## config.mk

```make
export PLATFORM = sky130hd
export DESIGN_NAME = adc_serial_cfg_ctrl
export DESIGN_NICKNAME = d
export VERILOG_FILES = /design/src/rtl/adc_serial_cfg_ctrl.sv
export SDC_FILE = /design/constraint.sdc
export NUM_CORES = 1
export LEC_CHECK = 0
export ABC_AREA = 1
export CORE_ASPECT_RATIO = 0.8
export CORE_MARGIN = 8
export CORE_UTILIZATION = 55
export CTS_BUF_LIST = sky130_fd_sc_hd__clkbuf_4 sky130_fd_sc_hd__clkbuf_8
export CTS_CLUSTER_SIZE = 12
export DETAILED_ROUTE_END_ITERATION = 10
export PLACE_DENSITY = 0.84
export SLEW_MARGIN = 0
export SYNTH_ARGS = -nofsm -noshare
export SYNTH_HDL_FRONTEND = slang
export SYNTH_SLANG_ARGS = --single-unit
```

## constraint.sdc

```tcl
create_clock -name clk_50 -period 7.3 [get_ports clk_50]
set_input_delay 1.46 -clock clk_50 [delete_from_list [all_inputs] [get_ports clk_50]]
set_output_delay 1.46 -clock clk_50 [all_outputs]
set_load 0.02 [all_outputs]
```

## src/rtl/adc_serial_cfg_ctrl.sv

```systemverilog
// adc_serial_cfg_ctrl: ADC reset pulse, init word sequencer and host register port over the 3-wire SCLK/SEN/SDATA/SDOUT bus
module adc_serial_cfg_ctrl #(
  parameter int          CLK_DIV    = 5,
  parameter int          RST_CYCLES = 10,
  parameter int          RST_WAIT   = 100,
  parameter int          GAP_CYCLES = 20,
  parameter int          INIT_COUNT = 4,
  parameter logic [23:0] INIT_W0    = 24'h000001,
  parameter logic [23:0] INIT_W1    = 24'h000004,
  parameter logic [23:0] INIT_W2    = 24'h990008,
  parameter logic [23:0] INIT_W3    = 24'h9A000C
) (
  input  logic        clk_50,
  input  logic        reset,
  input  logic        init_start,
  input  logic        cmd_valid,
  input  logic        cmd_read,
  input  logic [23:0] cmd_data,
  output logic        cmd_ready,
  output logic [15:0] rd_data,
  output logic        rd_valid,
  output logic        busy,
  output logic        init_done,
  output logic        adc_reset,
  output logic        adc_sclk,
  output logic        adc_sen,
  output logic        adc_sdata,
  input  logic        adc_sdout
);
  localparam int M1 = RST_WAIT > GAP_CYCLES ? RST_WAIT : GAP_CYCLES;
  localparam int M2 = M1 > CLK_DIV ? M1 : CLK_DIV;
  localparam int MX = M2 > RST_CYCLES ? M2 : RST_CYCLES;
  localparam int CW = $clog2(MX + 1);
  localparam logic [CW-1:0] DIV_LD = CW'(CLK_DIV - 1);
  localparam logic [1:0] LAST = 2'(INIT_COUNT - 1);
  typedef enum logic [2:0] {S_IDLE, S_RST_PULSE, S_RST_WAIT, S_SETUP, S_SHIFT, S_HOLD, S_GAP} state_t;
  state_t state, state_n;
  logic [CW-1:0] cnt, cnt_n;
  logic [4:0] bit_cnt, bit_cnt_n;
  logic ph, ph_n, is_rd, is_rd_n, init_mode, init_mode_n;
  logic [1:0] widx, widx_n, wsel;
  logic [23:0] sh, sh_n, iw;
  logic [15:0] rd_sh, rd_sh_n, rd_data_n;
  logic rd_valid_n, init_done_n, adc_reset_n, adc_sclk_n, adc_sen_n, adc_sdata_n;
  assign busy = state != S_IDLE;
  assign cmd_ready = state == S_IDLE && init_done;
  assign wsel = state == S_GAP ? widx + 2'd1 : 2'd0;
  assign iw = wsel == 2'd0 ? INIT_W0 : wsel == 2'd1 ? INIT_W1 : wsel == 2'd2 ? INIT_W2 : INIT_W3;
  // Pin values are computed for the next state and registered, so the pins never glitch.
  always_comb begin
    state_n     = state;
    cnt_n       = cnt;
    bit_cnt_n   = bit_cnt;
    ph_n        = ph;
    is_rd_n     = is_rd;
    init_mode_n = init_mode;
    widx_n      = widx;
    sh_n        = sh;
    rd_sh_n     = rd_sh;
    rd_data_n   = rd_data;
    rd_valid_n  = 1'b0;
    init_done_n = init_done;
    adc_reset_n = adc_reset;
    adc_sclk_n  = adc_sclk;
    adc_sen_n   = adc_sen;
    adc_sdata_n = adc_sdata;
    if (state == S_SHIFT && ph && cnt == DIV_LD && bit_cnt < 5'd16) rd_sh_n = {rd_sh[14:0], adc_sdout};
    case (state)
      S_IDLE:
        if (init_start) begin
          state_n     = S_RST_PULSE;
          cnt_n       = CW'(RST_CYCLES - 1);
          init_done_n = 1'b0;
          init_mode_n = 1'b1;
          widx_n      = 2'd0;
          adc_reset_n = 1'b1;
        end else if (cmd_valid && init_done) begin
          state_n     = S_SETUP;
          cnt_n       = DIV_LD;
          sh_n        = cmd_data;
          is_rd_n     = cmd_read;
          init_mode_n = 1'b0;
          adc_sen_n   = 1'b0;
          adc_sdata_n = cmd_data[23];
        end
      S_RST_PULSE:
        if (cnt == '0) begin
          state_n     = S_RST_WAIT;
          cnt_n       = CW'(RST_WAIT - 1);
          adc_reset_n = 1'b0;
        end else cnt_n = cnt - 1'b1;
      S_RST_WAIT:
        if (cnt == '0) begin
          state_n     = S_SETUP;
          cnt_n       = DIV_LD;
          sh_n        = iw;
          is_rd_n     = 1'b0;
          adc_sen_n   = 1'b0;
          adc_sdata_n = iw[23];
        end else cnt_n = cnt - 1'b1;
      S_SETUP:
        if (cnt == '0) begin
          state_n    = S_SHIFT;
          cnt_n      = DIV_LD;
          bit_cnt_n  = 5'd23;
          ph_n       = 1'b0;
          adc_sclk_n = 1'b0;
        end else cnt_n = cnt - 1'b1;
      S_SHIFT:
        if (cnt != '0) cnt_n = cnt - 1'b1;
        else if (!ph) begin
          ph_n       = 1'b1;
          adc_sclk_n = 1'b1;
          cnt_n      = DIV_LD;
        end else if (bit_cnt == '0) begin
          state_n = S_HOLD;
          cnt_n   = DIV_LD;
          if (is_rd) begin
            rd_data_n  = rd_sh;
            rd_valid_n = 1'b1;
          end
        end else begin
          bit_cnt_n   = bit_cnt - 5'd1;
          ph_n        = 1'b0;
          adc_sclk_n  = 1'b0;
          cnt_n       = DIV_LD;
          sh_n        = {sh[22:0], 1'b0};
          adc_sdata_n = sh[22];
        end
      S_HOLD:
        if (cnt == '0) begin
          state_n     = S_GAP;
          cnt_n       = CW'(GAP_CYCLES - 1);
          adc_sen_n   = 1'b1;
          adc_sdata_n = 1'b0;
          if (init_mode && widx == LAST) init_done_n = 1'b1;
        end else cnt_n = cnt - 1'b1;
      S_GAP:
        if (cnt != '0) cnt_n = cnt - 1'b1;
        else if (init_mode && widx != LAST) begin
          state_n     = S_SETUP;
          cnt_n       = DIV_LD;
          widx_n      = widx + 2'd1;
          sh_n        = iw;
          is_rd_n     = 1'b0;
          adc_sen_n   = 1'b0;
          adc_sdata_n = iw[23];
        end else begin
          state_n     = S_IDLE;
          init_mode_n = 1'b0;
        end
      default: state_n = S_IDLE;
    endcase
  end
  always_ff @(posedge clk_50 or posedge reset)
    if (reset) begin
      state     <= S_IDLE;
      cnt       <= '0;
      bit_cnt   <= '0;
      ph        <= 1'b0;
      is_rd     <= 1'b0;
      init_mode <= 1'b0;
      widx      <= 2'd0;
      sh        <= '0;
      rd_sh     <= '0;
      rd_data   <= '0;
      rd_valid  <= 1'b0;
      init_done <= 1'b0;
      adc_reset <= 1'b0;
      adc_sclk  <= 1'b1;
      adc_sen   <= 1'b1;
      adc_sdata <= 1'b0;
    end else begin
      state     <= state_n;
      cnt       <= cnt_n;
      bit_cnt   <= bit_cnt_n;
      ph        <= ph_n;
      is_rd     <= is_rd_n;
      init_mode <= init_mode_n;
      widx      <= widx_n;
      sh        <= sh_n;
      rd_sh     <= rd_sh_n;
      rd_data   <= rd_data_n;
      rd_valid  <= rd_valid_n;
      init_done <= init_done_n;
      adc_reset <= adc_reset_n;
      adc_sclk  <= adc_sclk_n;
      adc_sen   <= adc_sen_n;
      adc_sdata <= adc_sdata_n;
    end
endmodule

```

# --- Word level (Yosys, flattened, before mapping) ---
# Cells that the tools add are included.
word_totals:
  register_bits: 81
  output_inout_bits: 24
  word_cells: 172
op_classes:
  n_addsub: 3
  order_cmp: 1
  eq_ne: 29
  mux: 85
  bitwise: 1
  reduce_logical: 37
op_table:
  columns: ["op", "count"]
  rows:
  - ["2-to-1 mux 23 bit", 8]
  - ["one-hot mux 23 bit (4 select lines)", 1]
  - ["2-to-1 mux 7 bit", 8]
  - ["2-to-1 mux 24 bit", 2]
  - ["one-hot mux 7 bit (6 select lines)", 1]
  - ["2-to-1 mux 1 bit", 34]
  - ["2-to-1 mux 3 bit", 10]
  - ["!= test 2 bit, second input constant", 13]
  - ["one-hot mux 3 bit (7 select lines)", 1]
  - ["2-to-1 mux 5 bit", 4]
  - ["2-to-1 mux 18 bit", 1]
  - ["AND reduction 9 bit", 2]
  - ["AND reduction 4 bit", 4]
  - ["2-to-1 mux 2 bit", 5]
  - ["one-hot mux 1 bit (2 select lines)", 5]
  - ["one-hot mux 5 bit (2 select lines)", 1]
  - ["AND reduction 10 bit", 1]
  - ["AND reduction 5 bit", 2]
  - ["equality test 3 bit, second input constant", 3]
  - ["AND reduction 3 bit", 3]
  - ["nonzero test 2 bit", 4]
  - ["nonzero test 4 bit", 2]
  - ["equality test 7 x 3 -> 1 bit, second input constant", 1]
  - ["logical AND 1 bit", 7]
  - ["28 further kinds", 33]

# --- Logic depth before layout (Yosys ltp) ---
# Gate-level depths: netlist of run 1.
logic_depth:
  word_depth: 9
  depth_mapped: 12
  depth_no_buf: 11

# --- Worst setup path after synthesis of run 1 ---
# No wires, ideal clock.
synth_timing:
  path_type: "flip-flop to output port"
  start: "register state[0]"
  end: "output cmd_ready"
  t_arrival_ns: 1.037
  required_ns: 5.840
  path_slack_ns: 4.803
  stages_incl_launch_ff: 5
  cell_sequence: "dfrtp_1 -> buf_6 -> nor2_8 -> nand2_4 -> nor2_1"
synth_via:
  elab_chain_len: 2
synth_lines:
  columns: ["item", "line_no", "rtl"]
  rows:
  - ["start, declared", "37", "state_t state, state_n;"]
  - ["start signal, assigned", "174", "state <= state_n;"]
  - ["logical NOT 3 bit", "46", "assign cmd_ready = state == S_IDLE && init_done;"]
  - ["logical AND 1 bit", "46", null]
  - ["end, declared", "19", "output logic cmd_ready,"]
# Every way passes these cells.

# --- Worst setup path after layout of run 1 ---
# Same ends and word-level chain as after synthesis.

==> metrics.yaml, run 1 <==
setup_viol: 0
clock_latency_ns: 0.36
synth.net_count: 563
syn_inst: 528
start_kind: "register"
synth_compound_area_share_pct: 12.6
synth_adder_area_share_pct: 1.48
period_minus_slack_ns: 3.42
worst_slew_pin_slew_ns: 1.14
path_clk_slew_ns: 0.08
finalSetupTns_ns: 0
synth_ff_type: "dfrtp_1"
synth_xor_xnor_area_share_pct: 1.04
path_cells: "nor2_8 > nand2_4 > nor2_1 > clkdlybuf4s50_1"
synth-simple-area-share_pct: 28.8
outcome: "completed"
clkSinkCount: 81
met2RoutedLength_mm: 4.12
fmax_mhz: 293
htreeDepth: 3
syn_to_final_growth_pct: 18.7
firstDrtPassIters: 5
die_y_um: 94.3
core_area_sq_um: 7430
synth_top_family_by_area: "simple AND/OR/NAND/NOR gates"
ys_seq_area_share_pct: 48.1
drv_cap: 0
grt.total_usage_pct: 18.0
met1Wirelength_mm: 4.36
fin_crit_sh_pct: 46.8
viasPerCell: 5.31
drc: 0
holdCritPathClass: "reg2reg"
initial_core_util_pct: 56.8
cts_tree: "done"
syn-mean-instance-area_sq_um: 7.99
async_flop_share_pct: 100
stdcell_count: 682
synth_warnings: 0
grt_remaining_overflow: 0
dr_wl_met3_um: 602
crit_path_end_kind: "primary output"
hold_ws_ns: 0.474
synth_edf_count: 0
cts_setup_buffers: 0
dieWidth_um: 114
cpPeakStageDelay_ns: 0.61
grt_max_degree: 82
muxShareOfSynthArea_pct: 0
power_density_nw_per_um2: 399
ys_ff_latch: 81
detail-route-antenna-nets: 0
slew_viol_final: 0
rsz0062_at_grt: "false"
boundaryPins: 54
leakagePower_nw: 2.46
cts_made_buffers: 9
path_class: "reg2out"
critPathRequiredTime_ns: 5.84
netlist_area_sq_um: 4220
grt_pass1_vias: 3565
dieArea_sq_um: 10700
placedCellCount: 666
cts-resized-gates: 0
dpl_worst_slack_ns: 3.93
hpwl_mm: 6.50
final_common_cell: "nand2_1"
synth_cell_type_count: 33
max-slew-margin-rel_pct: 23.9
ir_drop_mv: 0.266
clock-root-buffer: "clkbuf_8"
cp_slowest_cell: "clkdlybuf4s50_1"
fin_ws_ns: 3.88
top_layer: "met4"
fin_nets: 607
postRouteWirelength_mm: 9.22
wire_per_inst_um: 13.5
clock_tree.buffer_depth: 2
placed_area_sq_um: 4750
path_max_fanout: 9
antenna_found_initial: 0
rows: 28
antenna_cells: 0
mostFrequentLayoutCells: "nand2_1 (168), dfrtp_1 (79), clkdlybuf4s50_1 (53)"
fin_area_sq_um: 5010
num_vias: 3620
grt_pass1_wl_mm: 15.8
drive_gt1_share_pct: 8.32
hold_viol_final: 0
worstPathArrival_ns: 1.96
portBuffers: 53
dr.first_iter.drc_count: 270
place_congestion: 0.917
clock_skew_ns: 0.00861
ctsHoldBuffers: 0
## routing by layer
| layer | up-vias | GRT usage (%) |
|---|---|---|
| met5 | - | 0 |
| met4 | 0 | 7.51 |
| met3 | 12 | 4.75 |
| met2 | 104 | 29.1 |
| met1 | 1709 | 22.7 |
| li1 | 1795 | - |
## critical path: cells and delay by family (launching register included)
kind	cells	cell delay, ns
flip-flops	1	0.57
AND/OR/NAND/NOR	3	0.42
buffers and inverters	1	0.61
## state kept, by name, summed over array words and instances, names as in the netlist
register   flops
cnt            7
init_mode      1
is_rd          1
rd_data       16
adc_reset      1
sh            23
state          3
adc_sen        1
adc_sdata      1
rd_sh         16
ph             1
adc_sclk       1
rd_valid       1
init_done      1
widx           2
bit_cnt        5
## final cells by class
class	instances	area [sq um]
sequential	81	2030
clock buffer	9	124
clock inverter	7	130
inverter	54	204
timing repair buffer	54	538
multi-input combinational	372	1850
tap	105	131
fill	629	2420
## Yosys cell counts (2+ instances only)
cell type / count / share of area, %
dfstp_2: 2 / 1.2
a22o_1: 16 / 3.3
nor3_1: 3 / 0.36
o21ai_0: 37 / 4.4
ha_1: 5 / 1.5
nand2_1: 168 / 15
inv_1: 47 / 4.2
nor2_1: 34 / 3.0
a31oi_1: 2 / 0.30
buf_4: 4 / 0.71
o22ai_1: 4 / 0.59
buf_2: 9 / 1.1
o21ai_1: 15 / 1.8
nor2_4: 5 / 1.3
nand2_4: 3 / 0.80
nor2_2: 2 / 0.30
nand3_1: 46 / 5.5
a21oi_1: 6 / 0.71
xor2_1: 4 / 0.83
o211ai_1: 6 / 1.1
buf_6: 4 / 1.1
clkbuf_1: 4 / 0.36
dfrtp_1: 79 / 47
inv_2: 7 / 0.62
nand2_2: 8 / 1.2
## final timing paths
path                       slack [ns]       from  cells after the start     endpoint
setup / recovery                 3.88   state[0]                      4    cmd_ready
hold / removal                   0.47  rd_sh[15]                      2  rd_data[15]
setup reg to reg                 4.30   state[0]                      8   rd_data[5]
hold reg to reg                  0.47  rd_sh[15]                      2  rd_data[15]
max in group asynchronous        4.94      reset                      3    init_mode
min in group asynchronous        1.72      reset                      3       sh[20]
## power by group
part	switching [mW]	internal (mW)	total [mW]	leakage [nW]
Combinational	0.589	0.317	0.906	1.27
Clock	0.179	0.234	0.413	0.128
Sequential	0.104	0.573	0.677	1.06
Total	0.872	1.12	2.00	2.46
## per-stage QoR
step / util [%] / total power [mW]
2_1_floorplan: - / 1.41
3_3_place_gp: 64.0 / 1.54
3_5_place_dp: 64.0 / 1.58
4_1_cts: 67.4 / 2.00
5_1_grt: 67.4 / 2.16
6_report: 67.4 / 2.00
## cells by family after synthesis
group           Yosys count
simple gates            274
compound gates           88
flops                    81
buf+inv                  75
xor+xnor                  5
fa+ha+maj                 5
Power figures use the tool's default switching activity.
==> run 2: changes to the inputs <==
==> constraint.sdc (replaced) <==
create_clock -name clk_50 -period 3.4 [get_ports clk_50]
set_input_delay 0.68 -clock clk_50 [delete_from_list [all_inputs] [get_ports clk_50]]
set_output_delay 0.68 -clock clk_50 [all_outputs]
set_load 0.02 [all_outputs]
==> metrics.yaml, run 2 (same netlist as run 1, synthesis figures left out) <==
outcome: "completed"
clock-root-buffer: "clkbuf_8"
leakagePower_nw: 2.46  # +0.14%
cts_tree: "done"
dieWidth_um: 114  # unchanged
worst_slew_pin_slew_ns: 0.712  # -0.426 ns
grt_pass1_wl_mm: 15.7  # -0.27%
cts-resized-gates: 0  # unchanged
slew_viol_final: 0  # unchanged
worstPathArrival_ns: 1.98  # +0.02 ns
wire_per_inst_um: 13.8  # +1.9%
clock_skew_ns: 0.0126  # +0.00394 ns
dieArea_sq_um: 10700  # unchanged
ir_drop_mv: 0.598  # +120%
crit_buf_inv: 1  # unchanged
cts_made_buffers: 9  # unchanged
clkSinkCount: 81  # unchanged
antenna_found_initial: 0  # unchanged
crit_family: "buffers and inverters"
rows: 28  # unchanged
dr.first_iter.drc_count: 251  # -7.0%
rsz0062_at_grt: "false"
clock_tree.buffer_depth: 2  # unchanged
cpPeakStageDelay_ns: 0.61  # about the same
hold_viol_final: 0  # unchanged
mostFrequentLayoutCells: "nand2_1 (168), dfrtp_1 (79), clkdlybuf4s50_1 (53)"
largest_reg_flops: 23  # unchanged
die_y_um: 94.3  # unchanged
htreeDepth: 3  # unchanged
crit_path_end_kind: "primary output"
viasPerCell: 5.33  # +0.36%
antenna_cells: 0  # unchanged
finalSetupTns_ns: 0  # unchanged
largestRegisters: "sh: 23 flops, rd_data: 16 flops, rd_sh: 16 flops"
portBuffers: 53  # unchanged
stdcell_count: 685  # +0.44%
firstDrtPassIters: 5  # unchanged
postRouteWirelength_mm: 9.43  # +2.3%
hold_ws_ns: 0.474  # -0.0000490 ns
fin_nets: 610  # +0.49%
placedCellCount: 669  # +0.45%
cts_setup_buffers: 0  # unchanged
period_minus_slack_ns: 2.66
critPathRequiredTime_ns: 2.72  # -3.12 ns
syn_to_final_growth_pct: 19.0
path_max_fanout: 9  # unchanged
drc: 0  # unchanged
path_clk_slew_ns: 0.09  # about the same
fin_area_sq_um: 5020  # +0.25%
fmax_mhz: 376
setup_viol: 0  # unchanged
grt_pass1_vias: 3330  # -6.6%
final_common_cell: "nand2_1"
start_kind: "register"
detail-route-antenna-nets: 0  # unchanged
initial_core_util_pct: 56.8  # unchanged
hpwl_mm: 6.58  # +1.3%
placed_area_sq_um: 4790  # +0.74%
fin_crit_sh_pct: 78.1
grt_max_degree: 82  # unchanged
cp_slowest_cell: "clkdlybuf4s50_1"
grt.total_usage_pct: 18.0  # -0.024 points
clock_latency_ns: 0.36  # about the same
grt_remaining_overflow: 0  # unchanged
num_vias: 3649  # +0.80%
place_congestion: 0.923  # +0.61%
holdCritPathClass: "reg2reg"
drv_cap: 0  # unchanged
power_density_nw_per_um2: 845  # +110%
ctsHoldBuffers: 0  # unchanged
utilization_pct: 67.6  # +0.17 points
max-slew-margin-rel_pct: 52.5  # +29 points
path_cells: "nor2_8 > nand2_4 > nor2_1 > clkdlybuf4s50_1"
drive_gt1_share_pct: 8.79  # +0.47 points
boundaryPins: 54  # unchanged
largest-register: "sh"
path_class: "reg2out"
core_area_sq_um: 7430  # unchanged
-- run 2: path summary, 6_finish.rpt --
path                            slack, ns       from          end  cells after the start
min in group asynchronous            0.71      reset   rd_data[7]                      3
worst min register to register       0.47  rd_sh[15]  rd_data[15]                      2
worst max-delay path                 0.74   state[0]    cmd_ready                      4
worst max register to register       0.91   state[0]       sh[11]                      9
max in group asynchronous            2.33      reset     adc_sclk                      3
worst min-delay path                 0.47  rd_sh[15]  rd_data[15]                      2
-- run 2: worst register-to-register path, stage by stage, from the launching register on --
cell and delay (ns):
dfrtp_1 0.68, nor2_8 0.10, nand2_4 0.11, inv_2 0.23
nand2_1 0.23, nand2_2 0.11, nor2_4 0.47, nand2_4 0.28
nand2_1 0.13, nand2_1 0.06
-- run 2: power by group --
group / leakage [nW] / internal (mW) / switching (mW)
registers: 1.06 / 1.23 / 0.219
logic: 1.29 / 0.694 / 1.28
clock network: 0.114 / 0.429 / 0.391
total: 2.46 / 2.35 / 1.89
-- run 2: cell type report --
type	instances	area, sq um
clock buffer	9	124
clock inverter	7	108
fill	625	2410
inverter	54	204
multi-input combinational	372	1850
sequential	81	2030
tap	105	131
timing repair buffer	57	573
-- run 2: stage by stage --
step | setup slack, ns | power [mW]
finish | 0.743 | 4.24
global route | 0.654 | 4.55
CTS | 0.722 | 4.24
detailed placement | 0.971 | 3.40
global placement | 1.05 | 3.34
floorplan | 0.643 | 3.02
-- run 2: routing by layer --
metal	GRT usage [%]	vias to the layer above	wire length [um]
met5	0	-	0
met4	3.76	0	73
met3	6.04	11	564
met2	28.2	91	4290
met1	23.9	1747	4510
li1	-	1800	-
==> run 3: changes to the inputs <==
--- a/config.mk
+++ b/config.mk
@@ -8,7 +8,7 @@
 export ABC_AREA = 1
 export CORE_ASPECT_RATIO = 0.8
 export CORE_MARGIN = 8
-export CORE_UTILIZATION = 55
+export CORE_UTILIZATION = 52
 export CTS_BUF_LIST = sky130_fd_sc_hd__clkbuf_4 sky130_fd_sc_hd__clkbuf_8
 export CTS_CLUSTER_SIZE = 12
 export DETAILED_ROUTE_END_ITERATION = 10
==> constraint.sdc (replaced) <==
create_clock -name clk_50 -period 2.4 [get_ports clk_50]
set_input_delay 0.48 -clock clk_50 [delete_from_list [all_inputs] [get_ports clk_50]]
set_output_delay 0.48 -clock clk_50 [all_outputs]
set_load 0.02 [all_outputs]
==> metrics.yaml, run 3 (same netlist as run 1, synthesis figures left out) <==
cpPeakStageDelay_ns: 0.62  # about the same
antenna_cells: 0  # unchanged
stdcell_count: 696  # +1.6%
grt.total_usage_pct: 17.8  # -0.24 points
clkSinkCount: 81  # unchanged
power_switching_mw: 2.66  # +41%
firstDrtPassIters: 5  # unchanged
fin_ws_ns: 0.212  # -0.531 ns
dieArea_sq_um: 11300  # +4.9%
path_class: "reg2out"
grt_remaining_overflow: 0  # unchanged
portBuffers: 53  # unchanged
clock_latency_ns: 0.36  # about the same
grt_max_degree: 82  # unchanged
clock_skew_ns: 0.00902  # -0.00353 ns
power.total_mw: 6.09  # +44%
worstSetupStartpoint: "state[0]"
largest_reg_flops: 23  # unchanged
initial_core_util_pct: 53.3  # -3.5 points
reg2reg_depth: 11  # +2
final_common_cell: "nand2_1"
syn_to_final_growth_pct: 20.7
grt_pass1_vias: 3482  # +4.6%
ctsHoldBuffers: 0  # unchanged
path_cells: "nor2_8 > nand2_4 > clkdlybuf4s50_1"
swShare_pct: 43.7  # -0.74 points
setup_viol: 0  # unchanged
drv_cap: 0  # unchanged
holdCritPathClass: "reg2reg"
start_kind: "register"
outcome: "completed"
place_congestion: 0.917  # -0.64%
worst_slew_pin_slew_ns: 0.431  # -0.281 ns
wire_per_inst_um: 13.5  # -1.7%
utilization_pct: 64.3  # -3.3 points
clock-root-buffer: "clkbuf_8"
r2r_slack_ns: 0.48  # -0.43 ns
r2r-end: "sh[17]"
ir_drop_mv: 0.639  # +6.8%
detail-route-antenna-nets: 0  # unchanged
slew_viol_final: 0  # unchanged
period_minus_slack_ns: 2.19
worstPathArrival_ns: 1.71  # -0.27 ns
hpwl_mm: 6.68  # +1.5%
clock_tree.buffer_depth: 2  # unchanged
boundaryPins: 54  # unchanged
critPathRequiredTime_ns: 1.92  # -0.80 ns
drive_gt1_share_pct: 10.2  # +1.4 points
grt_pass1_wl_mm: 15.9  # +1.2%
drc: 0  # unchanged
hold_viol_final: 0  # unchanged
critPathCapture: "busy"
viasPerCell: 5.24  # -1.7%
crit_path_end_kind: "primary output"
rows: 29  # +3.6%
path_max_fanout: 9  # unchanged
max-slew-margin-rel_pct: 71.3  # +19 points
fmax_mhz: 457
largest-register: "sh"
cts_setup_buffers: 0  # unchanged
dieWidth_um: 117  # +2.4%
hold_start: "rd_sh[15]"
p_int_mw: 3.43  # +46%
power_density_nw_per_um2: 1200  # +42%
cp_slowest_cell: "clkdlybuf4s50_1"
dr.first_iter.drc_count: 280  # +12%
num_vias: 3645  # -0.11%
fin_nets: 618  # +1.3%
htreeDepth: 3  # unchanged
core_area_sq_um: 7910  # +6.5%
antenna_found_initial: 0  # unchanged
leakagePower_nw: 2.51  # +2.1%
seq_power_share_pct: 33.0  # -1.2 points
cts_tree: "done"
mostFrequentLayoutCells: "nand2_1 (168), dfrtp_1 (78), clkdlybuf4s50_1 (52)"
placedCellCount: 680  # +1.6%
largestRegisters: "sh: 23 flops, rd_data: 16 flops, rd_sh: 16 flops"
clockPowerShare_pct: 19.0  # -0.3 points
combPwrFrac_pct: 48.0  # +1.5 points
r2r_start: "cnt[0]"
dpl_worst_slack_ns: 0.374  # -0.596 ns
fin_crit_sh_pct: 91.2
postRouteWirelength_mm: 9.42  # about the same
rsz0062_at_grt: "false"
path_clk_slew_ns: 0.09  # about the same
finalSetupTns_ns: 0  # unchanged
cts_made_buffers: 9  # unchanged
die_y_um: 96.5  # +2.4%
==> run 3: changes by cell type in the layout (fill, tap and decap cells not counted) <==
| cell | change |
|---|---|
| dlymetal6s2s_1 | +1 |
| dfrtp_1 | -1 |
| clkinv_2 | -1 |
| clkinv_4 | +1 |
| inv_8 | -1 |
| dfrtp_2 | +1 |
| clkdlybuf4s50_1 | -1 |
| inv_6 | +1 |
| buf_4 | +8 |
==> run 3: timing repair <==
item,4_1_cts,5_1_grt
endpoints found under the setup margin,1,1
cloned,0,0
resized for setup,1,1
==> run 3: how the worst min path moves through the flow <==
stage	end	slack [ns]	depth (start not counted)
after detailed placement	sh[19]	0.46	2
after CTS	sh[18]	0.48	2
after global placement	rd_data[15]	0.45	2
after floorplan	is_rd	0.44	2
final	rd_data[15]	0.48	2
after global routing	sh[19]	0.50	2
==> run 3: final cells by class <==
class,count,area [sq um]
Multi-Input combinational cell,372,1850
Fill cell,710,2820
Inverter,54,206
Clock inverter,7,106
Sequential cell,81,2030
Clock buffer,9,124
Tap cell,108,135
Timing Repair Buffer,65,636
==> run 3: metal layers <==
metal,up-vias,wire length [um],track usage [%]
met5,-,0,0
met1,1698,4330,23.4
met2,121,4310,28.3
li1,1811,-,-
met3,15,671,5.09
met4,0,112,4.78
==> run 3: worst max-delay path: cells and delay by family, from the launching register on <==
kind,cells,cell delay [ns]
buffers and inverters,1,0.62
flip-flops,1,0.54
AND/OR/NAND/NOR,2,0.18
==> run 3: per-stage QoR <==
stage               hold slack, ns  area, sq um
finish                       0.479         5090
global route                 0.498         5090
CTS                          0.482         5080
detailed placement           0.459         4850
global placement             0.452         4850
floorplan                    0.442         4220
==> run 3: power by group through the flow <==
stage / combinational, mW / clock, mW / sequential [mW]
global placement: 2.83 / 0 / 2.01
finish: 2.93 / 1.16 / 2.01
floorplan: 2.30 / 0 / 1.98
CTS: 2.91 / 1.18 / 2.00
detailed placement: 2.90 / 0 / 2.02
global route: 3.30 / 1.22 / 2.05
